### src/rtl/regfile_pkg.sv
// Shared types, defaults and helpers for the multiport register file.
package regfile_pkg;

   localparam int unsigned NR_OF_BITS_DEF       = 32;
   localparam int unsigned NR_OF_REGS_DEF       = 32;
   localparam int unsigned ADDR_BITS_DEF        = 5;
   localparam int unsigned NR_OF_READ_PORTS_DEF = 2;
   localparam int unsigned ZERO_REG_DEF         = 1;
   localparam int unsigned BYPASS_DEF           = 1;

   // Widest word byte_merge handles; callers zero-extend and truncate.
   localparam int unsigned MERGE_BITS  = 128;
   localparam int unsigned MERGE_BYTES = MERGE_BITS / 8;

   typedef enum logic {
      ST_RUN   = 1'b0,
      ST_CLEAR = 1'b1
   } state_e;

   // Per-byte select between the stored word and new write data.
   function automatic logic [MERGE_BITS-1:0] byte_merge(
      input logic [MERGE_BITS-1:0]  old_w,
      input logic [MERGE_BITS-1:0]  new_w,
      input logic [MERGE_BYTES-1:0] be
   );
      logic [MERGE_BITS-1:0] res;
      res = old_w;
      for (int i = 0; i < int'(MERGE_BYTES); i++) begin
         if (be[i]) res[8*i +: 8] = new_w[8*i +: 8];
      end
      return res;
   endfunction

endpackage

### src/rtl/regfile_multiport_read_port.sv
// One combinational read mux with clear, zero-register and bypass masking.
module regfile_read_port
   import regfile_pkg::*;
#(
   parameter int unsigned NrOfBits = NR_OF_BITS_DEF,
   parameter int unsigned NrOfRegs = NR_OF_REGS_DEF,
   parameter int unsigned AddrBits = ADDR_BITS_DEF,
   parameter int unsigned ZeroReg  = ZERO_REG_DEF,
   parameter int unsigned Bypass   = BYPASS_DEF
) (
   input  logic [AddrBits-1:0]   rd_addr_i,
   input  logic [NrOfBits-1:0]   mem_i [NrOfRegs],
   input  logic                  clearing_i,
   input  logic                  byp_valid_i,
   input  logic [AddrBits-1:0]   wr_addr_i,
   input  logic [NrOfBits-1:0]   wr_data_i,
   input  logic [NrOfBits/8-1:0] wr_byte_en_i,
   output logic [NrOfBits-1:0]   rd_data_o
);

   // Stored word, optionally overlaid by the in-flight write, then masked.
   always_comb begin
      rd_data_o = mem_i[rd_addr_i];
      if ((Bypass != 0) && byp_valid_i && (wr_addr_i == rd_addr_i)) begin
         rd_data_o = NrOfBits'(byte_merge(MERGE_BITS'(mem_i[rd_addr_i]),
                                          MERGE_BITS'(wr_data_i),
                                          MERGE_BYTES'(wr_byte_en_i)));
      end
      if ((ZeroReg != 0) && (rd_addr_i == '0)) rd_data_o = '0;
      if (clearing_i) rd_data_o = '0;
   end

endmodule

### src/rtl/regfile_multiport.sv
// Register bank with one byte-enabled write port, N read ports and a clear engine.
module regfile_multiport
   import regfile_pkg::*;
#(
   parameter int unsigned NrOfBits      = NR_OF_BITS_DEF,
   parameter int unsigned NrOfRegs      = NR_OF_REGS_DEF,
   parameter int unsigned AddrBits      = ADDR_BITS_DEF,
   parameter int unsigned NrOfReadPorts = NR_OF_READ_PORTS_DEF,
   parameter int unsigned ZeroReg       = ZERO_REG_DEF,
   parameter int unsigned Bypass        = BYPASS_DEF
) (
   input  logic                              clk_i,
   input  logic                              rst_i,
   input  logic                              clk_en_i,
   input  logic                              wr_en_i,
   input  logic [AddrBits-1:0]               wr_addr_i,
   input  logic [NrOfBits-1:0]               wr_data_i,
   input  logic [NrOfBits/8-1:0]             wr_byte_en_i,
   input  logic [NrOfReadPorts*AddrBits-1:0] rd_addr_i,
   output logic [NrOfReadPorts*NrOfBits-1:0] rd_data_o,
   output logic                              busy_o,
   input  logic                              clear_req_i,
   output logic                              clear_done_o
);

   state_e                state_q, state_d;
   logic [AddrBits-1:0]   cnt_q, cnt_d;
   logic                  done_q, done_d;
   logic                  clr_we, wr_we;
   logic                  wr_keep, byp_valid;
   logic [NrOfBits-1:0]   mem_q [NrOfRegs];

   // A write survives only outside the hardwired-zero slot and without a competing clear.
   assign wr_keep   = (ZeroReg == 0) || (wr_addr_i != '0);
   assign byp_valid = (state_q == ST_RUN) && wr_en_i && wr_keep && !clear_req_i;

   // Next-state logic for the clear engine and array write strobes.
   always_comb begin
      state_d = state_q;
      cnt_d   = cnt_q;
      done_d  = done_q;
      clr_we  = 1'b0;
      wr_we   = 1'b0;
      if (clk_en_i) begin
         done_d = 1'b0;
         case (state_q)
            ST_CLEAR: begin
               clr_we = 1'b1;
               cnt_d  = cnt_q + 1'b1;
               if (cnt_q == AddrBits'(NrOfRegs - 1)) begin
                  state_d = ST_RUN;
                  done_d  = 1'b1;
               end
            end
            ST_RUN: begin
               if (clear_req_i) begin
                  state_d = ST_CLEAR;
                  cnt_d   = '0;
               end else if (wr_en_i && wr_keep) begin
                  wr_we = 1'b1;
               end
            end
         endcase
      end
   end

   // Control state register; reset restarts the clear sequence.
   always_ff @(posedge clk_i) begin
      if (rst_i) begin
         state_q <= ST_CLEAR;
         cnt_q   <= '0;
         done_q  <= 1'b0;
      end else begin
         state_q <= state_d;
         cnt_q   <= cnt_d;
         done_q  <= done_d;
      end
   end

   // Storage array; left untouched on the reset edge itself.
   always_ff @(posedge clk_i) begin
      if (!rst_i) begin
         if (clr_we) begin
            mem_q[cnt_q] <= '0;
         end else if (wr_we) begin
            mem_q[wr_addr_i] <= NrOfBits'(byte_merge(MERGE_BITS'(mem_q[wr_addr_i]),
                                                     MERGE_BITS'(wr_data_i),
                                                     MERGE_BYTES'(wr_byte_en_i)));
         end
      end
   end

   assign busy_o       = (state_q == ST_CLEAR);
   assign clear_done_o = done_q;

   // One independent read mux per port.
   for (genvar p = 0; p < int'(NrOfReadPorts); p++) begin : g_rd
      regfile_read_port #(
         .NrOfBits (NrOfBits),
         .NrOfRegs (NrOfRegs),
         .AddrBits (AddrBits),
         .ZeroReg  (ZeroReg),
         .Bypass   (Bypass)
      ) u_rd (
         .rd_addr_i    (rd_addr_i[p*AddrBits +: AddrBits]),
         .mem_i        (mem_q),
         .clearing_i   (busy_o),
         .byp_valid_i  (byp_valid),
         .wr_addr_i    (wr_addr_i),
         .wr_data_i    (wr_data_i),
         .wr_byte_en_i (wr_byte_en_i),
         .rd_data_o    (rd_data_o[p*NrOfBits +: NrOfBits])
      );
   end

endmodule

### config.mk
export PLATFORM = sky130hd
export DESIGN_NAME = regfile_multiport
export DESIGN_NICKNAME = d
export VERILOG_FILES = /design/src/rtl/regfile_pkg.sv /design/src/rtl/regfile_multiport_read_port.sv /design/src/rtl/regfile_multiport.sv
export SDC_FILE = /design/constraint.sdc
export NUM_CORES = 2
export LEC_CHECK = 0
export ABC_AREA = 0
export CAP_MARGIN = 40
export CORE_MARGIN = 2
export CORE_UTILIZATION = 55
export DETAILED_ROUTE_END_ITERATION = 10
export PLACE_DENSITY_LB_ADDON = 0.3
export SKIP_LAST_GASP = 1
export SYNTH_ARGS = -nofsm -noshare
export SYNTH_HDL_FRONTEND = slang
export SYNTH_SLANG_ARGS = --single-unit
### constraint.sdc
create_clock -name clk_i -period 5.95 [get_ports clk_i]
set_clock_uncertainty 0.1 [all_clocks]
set_input_delay 1.19 -clock clk_i [delete_from_list [all_inputs] [get_ports clk_i]]
set_output_delay 1.19 -clock clk_i [all_outputs]
set_load 0.01 [all_outputs]
# Word level (Yosys, flattened, before mapping)
# Index checks and enable logic that the tools add are counted.
dict set report classes {
  reduce_logical 15
  muxes 59
  eq_ne 4
  bitwise_logic 8
  order_cmp 6
  n_addsub 1
}
# op n
set op_table {}
lappend op_table {{$mux W1024} 2}
lappend op_table {{$and A1024 B1024 Y1024} 1}
lappend op_table {{$bwmux W1024} 1}
lappend op_table {{$not A1024 Y1024} 1}
lappend op_table {{$bmux W32 S5} 3}
lappend op_table {{$mux W32} 14}
lappend op_table {{$demux W32 S5} 2}
lappend op_table {{$mux W8} 24}
lappend op_table {{$ge A6 B6 Y1 const B} 4}
lappend op_table {{$not A5 Y6} 4}
lappend op_table {{$lt A6 B1 Y1 const B} 2}
lappend op_table {{$eq A5 B5 Y1} 2}
lappend op_table {{$logic_not A5 Y1} 2}
lappend op_table {{$mux W1} 10}
lappend op_table {{$pmux W5 S2} 1}
lappend op_table {{$logic_and A1 B1 Y1} 8}
lappend op_table {{$add A5 B1 Y5 const B} 1}
lappend op_table {{$eq A5 B5 Y1 const B} 1}
lappend op_table {{$mux W5} 1}
lappend op_table {{$reduce_bool A5 Y1} 1}
lappend op_table {{$reduce_and A2 Y1} 2}
lappend op_table {{$ne A2 B2 Y1 const B} 1}
lappend op_table {{$not A1 Y1} 2}
lappend op_table {{$pmux W1 S2} 1}
lappend op_table {{other kinds (2)} 2}
dict set report totals {
  register_bits 1031
  out_inout_bits 66
  word_cells 128
  input_bits 56
}

# Depth between registers and ports, before layout
dict set report depth {
  ltp_word 12
  mapped_depth 12
  depth_no_buf 5
}

# By module
# A second synthesis with hierarchy kept.
dict set report unflattened {
  cells_unflattened 5777
  area_unflattened_um2 70756.6
}
# module seq_area_each_um2 area_each_um2 instances cells_each
set by_module_without_submodules {}
lappend by_module_without_submodules {regfile_multiport 30889.6 52749.3 1 4177}
lappend by_module_without_submodules {regfile_read_port 0.0 9003.6 2 800}

# Worst setup path before layout
# OpenSTA, ideal clock, no wires.
dict set report synth_path {
  kind {input -> register}
  start {input wr_addr_i[1]}
  end {register mem_q[512] in the netlist's numbering, enable pin}
  arrival_ns 3.964
  cell_stages 11
  path_buffers 7
  required_time_ns 5.429
  setup_time_ns 0.421
  setup_slack_ns 1.465
  cell_sequence {buf_6 > buf_8 > buf_6 > buf_6 > buf_6 > buf_6 > o21ai_0 > nand2_1 > nand3b_1 > clkbuf_1 > nor2_1}
}
dict set report synth_via {
  elab_chain_cells 8
}
# element line_no
set synth_rtl {}
lappend synth_rtl {{start: declaration} regfile_multiport.sv:16} ;# input logic [AddrBits-1:0] wr_addr_i,
lappend synth_rtl {{$reduce_bool A5 Y1} regfile_multiport.sv:34} ;# assign wr_keep = (ZeroReg == 0) || (wr_addr_i != '0);
lappend synth_rtl {{$logic_and A1 B1 Y1} regfile_multiport.sv:59} ;# end else if (wr_en_i && wr_keep) begin
lappend synth_rtl {{$mux W1} regfile_multiport.sv:59}
lappend synth_rtl {{$mux W1} regfile_multiport.sv:56} ;# if (clear_req_i) begin
lappend synth_rtl {{$mux W1} regfile_multiport.sv:46} ;# case (state_q)
lappend synth_rtl {{$mux W1} regfile_multiport.sv:44} ;# if (clk_en_i) begin
lappend synth_rtl {{$reduce_bool A2 Y1 (no source line)} --}
lappend synth_rtl {{$reduce_and A2 Y1 (no source line)} --}
lappend synth_rtl {{end signal: indexed assignment} regfile_multiport.sv:86} ;# mem_q[wr_addr_i] <= NrOfBits'(byte_merge(MERGE_BITS'(mem_q[wr_addr_i]),
lappend synth_rtl {{end: declaration} regfile_multiport.sv:31} ;# logic [NrOfBits-1:0] mem_q [NrOfRegs];
# No other way between the ends.
# A chain may end at the register's enable or synchronous reset.

# Worst setup path in the final report
dict set report layout_path {
  start {input rd_addr_i[3]}
  end {output rd_data_o[5]}
}
dict set report layout_via {
  elab_chain_cells 8
  elab_cells_between_ends 11
  classes_between {1 x eq/ne; 7 x mux; 1 x bitwise; 2 x reduce/logical}
}
# element line_no
set layout_rtl {}
lappend layout_rtl {{start: declaration} regfile_multiport.sv:19} ;# input logic [NrOfReadPorts*AddrBits-1:0] rd_addr_i,
lappend layout_rtl {{$not A5 Y6 (implied by the code)} {regfile_multiport_read_port.sv:23, regfile_multiport_read_port.sv:25}}
lappend layout_rtl {{$bmux W32 S5} {regfile_multiport_read_port.sv:23, regfile_multiport_read_port.sv:25}}
lappend layout_rtl {{$mux W32 (implied by the code) (2 in series)} {regfile_multiport_read_port.sv:23, regfile_multiport_read_port.sv:25}}
lappend layout_rtl {{$mux W8} regfile_pkg.sv:29} ;# if (be[i]) res[8*i +: 8] = new_w[8*i +: 8];
lappend layout_rtl {{$mux W32} regfile_multiport_read_port.sv:24} ;# if ((Bypass != 0) && byp_valid_i && (wr_addr_i == rd_addr_i)) begin
lappend layout_rtl {{$mux W32 *} regfile_multiport_read_port.sv:29} ;# if ((ZeroReg != 0) && (rd_addr_i == '0)) rd_data_o = '0;
lappend layout_rtl {{$mux W32 *} regfile_multiport_read_port.sv:30} ;# if (clearing_i) rd_data_o = '0;
lappend layout_rtl {{end: declaration} regfile_multiport.sv:20} ;# output logic [NrOfReadPorts*NrOfBits-1:0] rd_data_o,
# Every way passes the cells marked *; elsewhere a longest branch is shown, timed or not. The select of a mux whose other input is x is not followed.

==> impl_metrics.env <==
export IMPL_synth_simple_area_share=0.0542
export IMPL_total_power_uw=19300
export IMPL_first_pass_iters=7
export IMPL_synth_cells=5051
export IMPL_status="finished, final reports clean"
export IMPL_path_delay_family="buffers and inverters"
export IMPL_layout_cells_most_common="edfxtp_1"
export IMPL_holdBufCountCts=0
export IMPL_drc=0
export IMPL_dpl_instance_area_mm2=0.0743
export IMPL_hold_slack_ns=0.501
export IMPL_final_cell_mix="edfxtp_1 (1024), a22o_1 (813), mux4_2 (632)"
export IMPL_core_area_mm2=0.125
export IMPL_leakage_uw=0.0267
export IMPL_drt_iter0_drc=13000
export IMPL_grt_pass1_vias=55300
export IMPL_clk_root_buffer_cell="clkbuf_16"
export IMPL_worstHoldPathType="reg -> reg"
export IMPL_crit_chain="clkdlybuf4s50_1, buf_4, and4b_1, a22oi_1, o211ai_1, nor3_1, a21oi_1, clkdlybuf4s50_1"
export IMPL_initial_core_util=0.553
export IMPL_muxShareOfSynthArea=0.271
export IMPL_synthArstFlopShare=0
export IMPL_startpoint="rd_addr_i[3]"
export IMPL_cts_buffers=113
export IMPL_clock_fmax_mhz=169
export IMPL_rows=130
export IMPL_area_growth_pct=12.3
export IMPL_synth_cell_types=94
export IMPL_endpoint_kind="primary output"
export IMPL_synth_xor_xnor_area_share=0.00137
export IMPL_dieWidth_um=359
export IMPL_clock_sinks=1031
export IMPL_cp_required_ns=4.66
export IMPL_fp_dieArea_mm2=0.129
export IMPL_post_cts_setup_buffers=0
export IMPL_worst_pin_slew_ns=0.989
export IMPL_yosys_register_bits=1031
export IMPL_grt_antenna_before_repair=17
export IMPL_overflow=0
export IMPL_max_cap_violations=0
export IMPL_design_area_mm2=0.0778
export IMPL_cts_resized_gates=0
export IMPL_synth_top_family_by_area="multiplexers"
export IMPL_worstPathMaxFanout=16
export IMPL_tns_ns=0
export IMPL_grt_pass1_wl_um=456000
export IMPL_ys_warn_count=0
export IMPL_crit_path_frequent_cell="clkdlybuf4s50_1"
export IMPL_criticalPathCategory="in -> out"
export IMPL_seq_area_frac_synth=0.446
export IMPL_maxSlewHeadroom=0.322
export IMPL_insertion_delay_ns=0.79
export IMPL_vias_per_cell=8.67
export IMPL_routed_wl_um=334000
export IMPL_critPathMaxStageDelay_ns=0.90
export IMPL_synth_compound_area_frac=0.178
export IMPL_wl_per_cell_um=48.6
export IMPL_synth_edf_count=1024
export IMPL_dp_hpwl_um=220000
export IMPL_vias=59600
export IMPL_h_tree_depth=3
export IMPL_layout_drive_gt1_share=0.283
export IMPL_finalCritPeriodShare=0.993
export IMPL_grtUsageTotal=0.508
export IMPL_grt_max_degree=85
export IMPL_synth_fa_ha_area_frac=0.000903
export IMPL_antenna_left=0
export IMPL_slew_violations=0
export IMPL_fin_nets=5176
export IMPL_ys_flop_type="edfxtp_1"
export IMPL_hp_start="cnt_q[0]$_SDFFE_PP0P_"
export IMPL_power_density_mw_per_mm2=248
export IMPL_cts_tree="built"
export IMPL_die_y_um=359
export IMPL_r2r_start="busy_o$_SDFFE_PP1P_"
export IMPL_hold_viol_final=0
export IMPL_period_minus_slack_ns=5.91
export IMPL_post_synth_cell_area_avg_um2=13.7
export IMPL_cp_start_kind="primary input"
export IMPL_synth_nets=5112
export IMPL_finish_utilization=0.620
export IMPL_portBuffers=121
export IMPL_clockBufferDepth=3
export IMPL_gp_congestion=1.12
export IMPL_worstPathArrival_ns=4.62
export IMPL_clk_pin_slew_ns=0.06
export IMPL_critPathBufInv=3
export IMPL_ir_drop_mv=0.269
export IMPL_pin_count=122
export IMPL_netlist_area_mm2=0.0693
export IMPL_rsz0062_at_grt="false"
export IMPL_nFillCells=9459
export IMPL_setup_viol=0
export IMPL_slowest_stage="clkdlybuf4s50_1"
## synthesized netlist by cell type (28+ instances only)
cell | n | area share
a211oi_1 | 30 | 0.0032
a21oi_1 | 106 | 0.0077
a22o_1 | 813 | 0.10
a22oi_1 | 119 | 0.013
a32o_1 | 34 | 0.0049
buf_1 | 34 | 0.0018
buf_2 | 195 | 0.014
buf_4 | 50 | 0.0054
buf_6 | 68 | 0.011
clkbuf_1 | 230 | 0.012
edfxtp_1 | 1024 | 0.44
inv_1 | 28 | 0.0015
mux2_2 | 52 | 0.0084
mux2i_1 | 394 | 0.057
mux4_2 | 632 | 0.21
nand2_1 | 334 | 0.018
nand3_1 | 35 | 0.0025
nor2_1 | 88 | 0.0048
nor2b_1 | 40 | 0.0036
nor3_1 | 57 | 0.0041
o21ai_0 | 209 | 0.015
o22ai_1 | 95 | 0.0086
o31ai_1 | 32 | 0.0035
## layer usage
layer	part of all wire	track usage	vias to the layer above
met3	0.19	0.242	1751
met1	0.30	0.613	29200
met2	0.40	0.695	7134
met5	0.00029	0.00185	-
li1	-	-	21500
met4	0.11	0.405	8
## kinds of logic (layout without fill, tap and decap cells)
group / count (synthesis) / count (layout)
AO/OA/AOI/OAI: 1578 / 1578
XOR/XNOR: 10 / 10
adder cells (fa/ha/maj): 5 / 5
buffers and inverters: 619 / 775
flip-flops: 1031 / 1031
multiplexers: 1080 / 1080
other: 0 / 12
AND/OR/NAND/NOR: 728 / 728
## report_power, final
| group | total (uW) | switching [uW] | internal (uW) |
|---|---|---|---|
| Combinational | 3800 | 2440 | 1350 |
| Clock | 7050 | 3210 | 3840 |
| Sequential | 8470 | 223 | 8250 |
## worst min-delay path, cell delays in order, from the launching register on
cell and delay (ns):
dfxtp_1 0.36, a21oi_1 0.15, nor2_1 0.05
## layout make-up
| class | instances | area (um2) | area share |
|---|---|---|---|
| antenna | 12 | 30.0 | 0.000386 |
| clock buffer | 136 | 2980 | 0.0383 |
| clock inverter | 71 | 538 | 0.00691 |
| inverter | 32 | 120 | 0.00154 |
| multi-input combinational | 3401 | 35900 | 0.461 |
| sequential | 1031 | 30900 | 0.397 |
| tap | 1650 | 2060 | 0.0265 |
| timing repair buffer | 536 | 5300 | 0.0681 |
## final timing paths
| kind | slack, ns | cells after the start | endpoint |
|---|---|---|---|
| setup reg to reg | 2.65 | 6 | mem_q[887]$_DFFE_PP_ |
| setup / recovery | 0.04 | 8 | rd_data_o[5] |
| hold / removal | 0.50 | 2 | cnt_q[0]$_SDFFE_PP0P_ |
| hold reg to reg | 0.50 | 2 | cnt_q[0]$_SDFFE_PP0P_ |
## metrics by stage
step / cells / setup WS [ns]
3_5_place_dp: 6648 / 0.323
2_1_floorplan: 5051 / 1.46
6_report: 6869 / 0.0422
5_1_grt: 6858 / 0.111
3_3_place_gp: 6630 / 0.0332
4_1_cts: 6855 / 0.300
## flip-flops by register name, summed over array words and instances, names as in the netlist
signal	flops
busy_o	1
clear_done_o	1
cnt_q	5
mem_q	1024
(Power assumes the default switching activity.)
